**config.mk**
```make
export PLATFORM = sky130hd
export DESIGN_NAME = fetch_unit
export DESIGN_NICKNAME = d
export VERILOG_FILES = /design/src/rtl/core_pkg.sv /design/src/rtl/fetch_buffer.sv /design/src/rtl/fetch_unit.sv
export SDC_FILE = /design/constraint.sdc
export NUM_CORES = 1
export LEC_CHECK = 0
export CAP_MARGIN = 0
export CORE_MARGIN = 2
export CORE_UTILIZATION = 52
export DETAILED_ROUTE_END_ITERATION = 6
export GPL_ROUTABILITY_DRIVEN = 0
export GPL_TIMING_DRIVEN = 0
export HOLD_SLACK_MARGIN = 0.15
export PLACE_DENSITY = 0.8
export RECOVER_POWER = 25
export SLEW_MARGIN = 10
export SYNTH_ARGS = -nofsm -noshare
export SYNTH_HDL_FRONTEND = slang
export SYNTH_SLANG_ARGS = --single-unit
```
**constraint.sdc**
```tcl
create_clock -name clk -period 2.31 [get_ports clk]
set_input_delay 0.462 -clock clk [delete_from_list [all_inputs] [get_ports clk]]
set_output_delay 0.462 -clock clk [all_outputs]
set_load 0.005 [all_outputs]
```
**src/rtl/core_pkg.sv**
```systemverilog
`default_nettype none
// ============================================================================
// Package     : core_pkg
// Description : Shared types and constants for the instruction fetch front end:
//               fetch FSM state encoding, decode-buffer entry layout, reset PC
//               default and the sequential PC step.
// Revision    : 1.0 - initial release
// ============================================================================
package core_pkg;

    localparam int          INSTR_WIDTH      = 32;
    localparam logic [31:0] RESET_PC_DEFAULT = 32'h0000_0000;
    localparam logic [31:0] PC_STEP          = 32'd4;

    // Fetch sequencer states
    typedef enum logic [1:0] {
        IDLE = 2'd0,   // one cycle after reset release
        REQ  = 2'd1,   // may present a request to instruction memory
        WAIT = 2'd2,   // one request outstanding, response will be kept
        DROP = 2'd3    // one request outstanding, response is wrong-path
    } fetch_state_e;

    // One decode-buffer entry
    typedef struct packed {
        logic [31:0]            pc;
        logic [INSTR_WIDTH-1:0] instr;
    } fetch_entry_t;

    // Sequential next PC; the 32-bit add wraps 32'hFFFF_FFFC to 0 naturally
    function automatic logic [31:0] next_pc(input logic [31:0] pc);
        return pc + PC_STEP;
    endfunction

endpackage
`default_nettype wire

```
**src/rtl/fetch_buffer.sv**
```systemverilog
`default_nettype none
// ============================================================================
// Module      : fetch_buffer
// Description : Small {pc, instr} FIFO between fetch and decode. Flush has
//               priority over push/pop; simultaneous push and pop are allowed
//               at any occupancy. The head entry is read straight out of the
//               storage array, so it is stable until popped. The pointer
//               arithmetic is written for any depth, but the fetch unit only
//               uses (and is only qualified with) a depth of 2.
// Revision    : 1.0 - initial release
// ============================================================================
module fetch_buffer
    import core_pkg::*;
#(
    parameter int DEPTH = 2
) (
    input  logic                           clk,
    input  logic                           rst_n,
    input  logic                           i_flush,
    input  logic                           i_push,
    input  logic [31:0]                    i_push_pc,
    input  logic [INSTR_WIDTH-1:0]         i_push_instr,
    input  logic                           i_pop,
    output logic                           o_valid,
    output logic [31:0]                    o_pc,
    output logic [INSTR_WIDTH-1:0]         o_instr,
    output logic [$clog2(DEPTH+1)-1:0]     o_count
);

    localparam int PTR_W = (DEPTH > 1) ? $clog2(DEPTH) : 1;
    localparam int CNT_W = $clog2(DEPTH + 1);

    fetch_entry_t       r_mem [DEPTH];
    logic [PTR_W-1:0]   r_wr_ptr;
    logic [PTR_W-1:0]   r_rd_ptr;
    logic [CNT_W-1:0]   r_count;

    function automatic logic [PTR_W-1:0] ptr_inc(input logic [PTR_W-1:0] p);
        return (p == PTR_W'(DEPTH - 1)) ? '0 : p + PTR_W'(1);
    endfunction

    // Storage, pointers and occupancy; flush empties the FIFO without touching data
    always_ff @(posedge clk or negedge rst_n) begin
        if (!rst_n) begin
            r_wr_ptr <= '0;
            r_rd_ptr <= '0;
            r_count  <= '0;
            for (int i = 0; i < DEPTH; i++) begin
                r_mem[i] <= '0;
            end
        end else if (i_flush) begin
            r_wr_ptr <= '0;
            r_rd_ptr <= '0;
            r_count  <= '0;
        end else begin
            if (i_push) begin
                r_mem[r_wr_ptr].pc    <= i_push_pc;
                r_mem[r_wr_ptr].instr <= i_push_instr;
                r_wr_ptr              <= ptr_inc(r_wr_ptr);
            end
            if (i_pop) begin
                r_rd_ptr <= ptr_inc(r_rd_ptr);
            end
            case ({i_push, i_pop})
                2'b10:   r_count <= r_count + CNT_W'(1);
                2'b01:   r_count <= r_count - CNT_W'(1);
                default: r_count <= r_count;
            endcase
        end
    end

    assign o_valid = (r_count != '0);
    assign o_pc    = r_mem[r_rd_ptr].pc;
    assign o_instr = r_mem[r_rd_ptr].instr;
    assign o_count = r_count;

endmodule
`default_nettype wire

```
**src/rtl/fetch_unit.sv**
```systemverilog
`default_nettype none
// ============================================================================
// Module      : fetch_unit
// Description : Owns the architectural PC, issues instruction-memory requests
//               over a valid/ready port (at most one outstanding), accepts
//               redirects from execute (flushing wrong-path work) and feeds
//               decode through a 2-entry buffer.
//               Optional feature: define FETCH_MISALIGN_CHECK_EN to flag a
//               redirect to a non word-aligned PC on fetch_misalign (sticky)
//               and stop issuing requests. Without it redirect_pc[1:0] is
//               ignored and fetch_misalign is tied low.
// Revision    : 1.0 - initial release
// ============================================================================
module fetch_unit
    import core_pkg::*;
#(
    parameter logic [31:0] RESET_PC  = RESET_PC_DEFAULT,
    parameter int          BUF_DEPTH = 2
) (
    input  logic                   clk,
    input  logic                   rst_n,
    input  logic                   redirect_valid,
    input  logic [31:0]            redirect_pc,
    output logic                   imem_req_valid,
    input  logic                   imem_req_ready,
    output logic [31:0]            imem_req_addr,
    input  logic                   imem_rsp_valid,
    input  logic [INSTR_WIDTH-1:0] imem_rsp_data,
    output logic                   if_valid,
    input  logic                   if_ready,
    output logic [31:0]            if_pc,
    output logic [INSTR_WIDTH-1:0] if_instr,
    output logic                   fetch_misalign
);

    localparam int CNT_W = $clog2(BUF_DEPTH + 1);

    fetch_state_e       r_state;
    logic [31:0]        r_pc;
    logic [31:0]        r_req_pc;

    logic [CNT_W-1:0]   w_buf_count;
    logic [CNT_W:0]     w_occupancy;
    logic               w_outstanding;
    logic               w_slot_free;
    logic               w_issue_ok;
    logic               w_req_fire;
    logic               w_rsp_pending;
    logic               w_push;
    logic               w_pop;
    logic               w_buf_valid;
    logic [31:0]        w_redirect_target;

    // A request reserves a buffer slot when issued, so the buffer cannot overflow
    assign w_outstanding  = (r_state == WAIT) || (r_state == DROP);
    assign w_occupancy    = {1'b0, w_buf_count} + (CNT_W+1)'(w_outstanding);
    assign w_slot_free    = (w_occupancy < (CNT_W+1)'(BUF_DEPTH));

    // Redirect suppresses any request in its own cycle; address is the PC,
    // which only moves on accept or redirect, so it is stable under stall
    assign imem_req_valid = (r_state == REQ) && w_slot_free && !redirect_valid && w_issue_ok;
    assign imem_req_addr  = r_pc;
    assign w_req_fire     = imem_req_valid && imem_req_ready;

    // Response still owed after this cycle (decides DROP vs REQ on redirect)
    assign w_rsp_pending  = w_outstanding && !imem_rsp_valid;

    // Decode-buffer traffic; a redirect flushes and ignores push/pop that cycle
    assign w_push         = (r_state == WAIT) && imem_rsp_valid && !redirect_valid;
    assign w_pop          = w_buf_valid && if_ready && !redirect_valid;
    assign if_valid       = w_buf_valid;

`ifdef FETCH_MISALIGN_CHECK_EN
    logic r_misalign;

    // Sticky misaligned-redirect flag; blocks all further requests until reset
    always_ff @(posedge clk or negedge rst_n) begin
        if (!rst_n) begin
            r_misalign <= 1'b0;
        end else if (redirect_valid && (redirect_pc[1:0] != 2'b00)) begin
            r_misalign <= 1'b1;
        end
    end

    assign w_issue_ok        = !r_misalign;
    assign w_redirect_target = redirect_pc;
    assign fetch_misalign    = r_misalign;
`else
    logic w_unused_pc_lsbs;

    assign w_unused_pc_lsbs  = ^redirect_pc[1:0];
    assign w_issue_ok        = 1'b1;
    assign w_redirect_target = {redirect_pc[31:2], 2'b00};
    assign fetch_misalign    = 1'b0;
`endif

    // Fetch sequencer, PC and in-flight request PC; redirect beats every other event
    always_ff @(posedge clk or negedge rst_n) begin
        if (!rst_n) begin
            r_state  <= IDLE;
            r_pc     <= RESET_PC;
            r_req_pc <= '0;
        end else if (redirect_valid) begin
            r_pc    <= w_redirect_target;
            r_state <= w_rsp_pending ? DROP : REQ;
        end else begin
            case (r_state)
                IDLE: begin
                    r_state <= REQ;
                end
                REQ: begin
                    if (w_req_fire) begin
                        r_req_pc <= r_pc;
                        r_pc     <= next_pc(r_pc);
                        r_state  <= WAIT;
                    end
                end
                WAIT, DROP: begin
                    if (imem_rsp_valid) begin
                        r_state <= REQ;
                    end
                end
                default: begin
                    r_state <= IDLE;
                end
            endcase
        end
    end

    fetch_buffer #(
        .DEPTH        (BUF_DEPTH)
    ) u_fetch_buffer (
        .clk          (clk),
        .rst_n        (rst_n),
        .i_flush      (redirect_valid),
        .i_push       (w_push),
        .i_push_pc    (r_req_pc),
        .i_push_instr (imem_rsp_data),
        .i_pop        (w_pop),
        .o_valid      (w_buf_valid),
        .o_pc         (if_pc),
        .o_instr      (if_instr),
        .o_count      (w_buf_count)
    );

endmodule
`default_nettype wire

```
Yosys cells after proc, flatten, opt, wreduce, memory -nomap -nowiden
Index checks and enable logic that the tools add are counted.
W data, S select, Z words.

storage, ports and cells
  logic and storage cells = 79
  flip-flop bits (word level) = 198
  bits of input ports = 70
  output and inout port bits = 99

operators by class
  muxes and demuxes = 25
  bitwise gates (word level) = 3
  order comparisons = 4
  equal/unequal tests = 7
  add/sub/neg operators = 6
  reduce and logical (&&, ||, !) cells = 24

operators by type and width
  cell                     number
  $bwmux W128              2
  $mux W64                 4
  $demux W64 S1            2
  $mux W32                 4
  $add A32 B3 Y32 const B  1
  $mux W2                  5
  $reduce_bool A2 Y1       5
  $logic_and A1 B1 Y1      9
  $eq A2 B2 Y1 const B     3
  $mux W1                  6
  $ne A3 B3 Y1 const B     2
  $pmux W2 S3              1
  $reduce_and A2 Y1        3
  $eq A2 B1 Y1 const B     2
  $ge A2 B2 Y1 const B     2
  $not A1 Y2               2
  $pmux W2 S2              1
  $add A2 B1 Y3            1
  $lt A3 B2 Y1 const B     1
  $reduce_and A3 Y1        1
  $reduce_bool A3 Y1       1
  $add A1 B1 Y1 const B    2
  $add A2 B1 Y2 const B    1
  $logic_not A1 Y1         2
  6 further kinds          6

Logic depth before layout (Yosys ltp)
  depth after elaboration = 10
  gate-level depth with buffers = 8
  mapped depth without buffers = 6

Hierarchy
From an unflattened synthesis, not the netlist that was laid out.

unflattened totals
  cell total of the unflattened synthesis = 707
  area, all modules = 9,086.2 um^2

by module, submodules not included
  module        instances  area each (um^2)  sequential area each (um^2)  cells an instance
  fetch_buffer  1          6,039.5           3,303.2                      360
  fetch_unit    1          3,046.7           1,551.5                      347

Worst setup path after synthesis
Ideal clock, no wire load.

  path kind = input to register
  start = input redirect_valid
  end = register r_pc[19], in the netlist imem_req_addr[19]
  setup time = 77 ps
  stages on the path = 7
  buffers on the path = 2
  required time = 2,233 ps
  arrival = 1,760 ps
  slack = 473 ps
  path through = buf_6 nor4b_4 and2_1 buf_4 nand3_2 or4_1 a21oi_1

between the ends
  word-level cells in the longest chain between the ends = 5
  elaborated cells on any way between the ends = 7
  classes of those cells = mux (1); reduce/logical (6)

RTL lines
  what                                 line               source
  from (decl)                          fetch_unit.sv:22   input logic redirect_valid,
  $logic_not A1 Y1                     fetch_unit.sv:61   assign imem_req_valid = (r_state == REQ) && w_slot_free && !redirect_valid && w_issue_ok;
  $logic_and A1 B1 Y1                  fetch_unit.sv:61
  named net imem_req_valid             fetch_unit.sv:24   output logic imem_req_valid,
  $logic_and A1 B1 Y1                  fetch_unit.sv:63   assign w_req_fire = imem_req_valid && imem_req_ready;
  $reduce_bool A2 Y1 (no source line)  --
  $reduce_and A2 Y1 (no source line)   --
  to (signal assigned)                 fetch_unit.sv:104  r_pc <= w_redirect_target;
  to (signal assigned)                 fetch_unit.sv:114  r_pc <= next_pc(r_pc);
  to (decl)                            fetch_unit.sv:39   logic [31:0] r_pc;

The timed path passes the listed nets, and every way through them passes these cells.
A chain may end at the register's enable or synchronous reset.

Worst setup path after layout
  start = register u_fetch_buffer.r_rd_ptr
  end = output if_pc[24]

between the ends
  word-level cells in the longest chain between the ends = 4

RTL lines
  what                              line                source
  from (decl)                       fetch_buffer.sv:35  logic [PTR_W-1:0] r_rd_ptr;
  from (signal assigned)            fetch_buffer.sv:62  r_rd_ptr <= ptr_inc(r_rd_ptr);
  $not A1 Y2 (implied by the code)  fetch_buffer.sv:73  assign o_pc = r_mem[r_rd_ptr].pc;
  $mux W64 (implied by the code)    fetch_buffer.sv:73
  $mux W64 (2 in a row)             --
  to (decl)                         fetch_unit.sv:31    output logic [31:0] if_pc,

No other way between the ends. The select of a mux whose other input is x is not followed.

==> results.sh <==
export IMPL_yosysSeqAreaShare=0.554
export IMPL_max_freq_mhz=434
export IMPL_synth_seq_cells=190
export IMPL_tightest_slew_ns=1.47
export IMPL_ant_nets=0
export IMPL_synthCells=701
export IMPL_die_h_um=132
export IMPL_cts_root_buf="clkbuf_16"
export IMPL_drt_wirelength_per_cell_um=18.7
export IMPL_area_delta_synth_final_pct=31.1
export IMPL_vias_per_cell=5.51
export IMPL_die_w_um=132
export IMPL_drv_cap=0
export IMPL_cp_cell_sequence="buf_6 > mux2_2 > clkdlybuf4s50_1"
export IMPL_final_nets=968
export IMPL_status="finished clean"
export IMPL_critical_path_buf_inv_count=2
export IMPL_antenna_cells=0
export IMPL_drt_first_pass_iters=5
export IMPL_fin_util=0.703
export IMPL_leakagePower_nw=5.55
export IMPL_worstPathArrival_ns=1.84
export IMPL_ios=169
export IMPL_peakVddDrop_v=0.000586
export IMPL_regArea_sq_mm=0.00476
export IMPL_period_share=0.998
export IMPL_crit_type="reg -> out"
export IMPL_min_path_type="in -> reg"
export IMPL_async_reset_ff_frac=1.00
export IMPL_path_delay_family="buffers and inverters"
export IMPL_antenna_found_initial=0
export IMPL_synth_cell_types=52
export IMPL_slew_violations=0
export IMPL_required_ns=1.85
export IMPL_fin_worst_skew_ns=0.00634
export IMPL_power_density_mw_per_mm2=802
export IMPL_place_hpwl_um=14200
export IMPL_crit_slowest_cell="clkdlybuf4s50_1"
export IMPL_setup_violations=0
export IMPL_yosys_warnings=0
export IMPL_grt_pass1_wl_um=33500
export IMPL_grt_usage=0.243
export IMPL_fill_cells=1217
export IMPL_synth_area_sq_mm=0.00858
export IMPL_hold_viol=0
export IMPL_num_rows=46
export IMPL_max_slew_margin_rel=0.0168
export IMPL_multi_input_area_sq_mm=0.00360
export IMPL_start_util=0.536
export IMPL_overflow=0
export IMPL_cts_tree="yes"
export IMPL_core_area_sq_mm=0.0160
export IMPL_routed_wl_um=21100
export IMPL_path_clk_slew_ns=0.07
export IMPL_via_count=6202
export IMPL_startpoint_type="flop"
export IMPL_grt_max_degree=107
export IMPL_cts_sinks=190
export IMPL_cts_buffer_depth=2
export IMPL_grt_pass1_vias=6285
export IMPL_synth_edf_count=0
export IMPL_drc_errors=0
export IMPL_worst_path_largest_cell_delay_ns=0.49
export IMPL_port_buffers=160
export IMPL_critPathMaxFanout=10
export IMPL_h_tree_depth=4
export IMPL_period_minus_slack_ns=2.30
export IMPL_synth_flop_cell="dfrtp_1"
export IMPL_hold_ws_ns=0.478
export IMPL_die_area_sq_mm=0.0175
export IMPL_critPathCaptureType="primary output"
export IMPL_drive_gt1_frac=0.315
export IMPL_drt_iter0_markers=475
export IMPL_avgSynthCellArea_sq_um=12.2
export IMPL_clk_latency_ns=0.43
export IMPL_numCtsBuffers=17
export IMPL_rsz0062_at_grt="true"
[registers in the layout, indices dropped and copies added (netlist names)]
signal / cells
u_fetch_buffer.o_count: 2
r_state: 2
u_fetch_buffer.r_wr_ptr: 1
u_fetch_buffer.r_rd_ptr: 1
u_fetch_buffer.r_mem: 124
r_req_pc: 30
imem_req_addr: 30
[layer usage]
layer / track usage / part of all wire
met3: 0.0651 / 0.064
met4: 0.0657 / 0.018
met1: 0.324 / 0.44
met5: 0 / 0
met2: 0.397 / 0.48
[what timing repair did]
item                       CTS  global route
buffers inserted             5             7
gates resized for setup     65            49
setup endpoints to repair   62            44
hold endpoints to repair   105             0
hold buffers                 1             0
[placed cells by master (no fill, tap or decap), types with 8 or more instances in the layout]
cell type        synthesis  routed
dfrtp_1                190     189
clkdlybuf4s50_1          0     104
mux2_2                 187     187
dlygate4sd2_1            0      23
nand4_1                 14      14
nor2_1                  23      23
clkbuf_16                0      20
buf_4                    7      17
nand2_1                108     108
clkdlybuf4s15_1          0       8
clkbuf_2                 0      12
o21ai_0                 24      24
dlymetal6s2s_1           0      11
a21oi_1                 11      11
buf_2                   18      18
clkbuf_1                16      11
nand3_1                 16      16
[area by class of cell]
type,instances,share of cell area
plain buffers,42,0.0278
clock buffers,19,0.0394
clock inverters,13,0.0146
inverters,7,0.00234
multi-input cells,465,0.320
flip-flops and latches,190,0.423
well taps,216,0.0240
repair buffers,174,0.149
[synthesized netlist by cell type (2+ instances only)]
cell type	n	share of area
nor3_1	4	0.0023
nand2_1	108	0.047
and3_1	6	0.0044
a211oi_1	3	0.0026
nor2b_1	4	0.0029
nand3_2	2	0.0023
inv_1	6	0.0026
o22ai_1	3	0.0022
nand3_1	16	0.0093
a41oi_1	2	0.0020
a21oi_1	11	0.0064
nand2b_1	2	0.0015
mux2_2	187	0.25
nor4_1	2	0.0015
clkbuf_1	16	0.0070
xor2_1	6	0.0061
o21ai_0	24	0.014
xnor2_1	3	0.0031
a221o_1	4	0.0047
buf_4	7	0.0061
mux2i_1	4	0.0047
or3_1	3	0.0022
nand4_1	14	0.010
nor3b_1	2	0.0017
o211ai_1	4	0.0035
nor2_1	23	0.010
a21o_1	3	0.0026
buf_2	18	0.011
dfrtp_1	190	0.55
o32ai_1	2	0.0020
[kinds of logic after synthesis]
group                      share of synthesized area
adders and majority gates                    0.00146
xor gates and xnor gates                     0.00919
muxes                                          0.250
buffers and inverters                         0.0284
and+or+nand+nor                                0.109
other                                       0.000437
AOI/OAI and AO/OA                             0.0470
DFF                                            0.554
[where the power goes]
part	internal (mW)	switching (mW)	total, mW
logic	1.09	0.712	1.80
registers	3.82	0.370	4.20
clock network	1.74	1.28	3.02
[through the flow]
step	power (mW)	area (sq um)	std cells	setup TNS, ns	setup WS, ns
after floorplan	5.04	8590	705	0	0.473
after global placement	6.14	10500	1081	-1373.87	-7.06
after detailed placement	6.20	10500	1082	-36.69	-0.365
after CTS	9.09	11200	1119	-0.960	-0.100
after global routing	9.43	11200	1126	-3.59	-0.0678
final	9.02	11200	1126	0	0.00568
[tightest hold or removal path, cell delays in order]
cell	delay, ns
buf_6	0.12
nor2b_1	0.06
a211oi_1	0.16
a21oi_1	0.06
[final timing paths]
check | endpoint | start | cells after the start | slack [ns]
max reg2reg | imem_req_addr[21] | imem_req_addr[2] | 5 | 0.15
min in group asynchronous | u_fetch_buffer.r_mem[71] | rst_n | 2 | 0.98
min | imem_req_addr[2] | redirect_valid | 4 | 0.48
max in group asynchronous | imem_req_addr[18] | rst_n | 3 | 0.27
max | if_pc[24] | u_fetch_buffer.r_rd_ptr | 3 | 0.006
min reg2reg | r_req_pc[3] | r_req_pc[3] | 2 | 0.49
No activity file was read; power rests on OpenSTA's default activity.
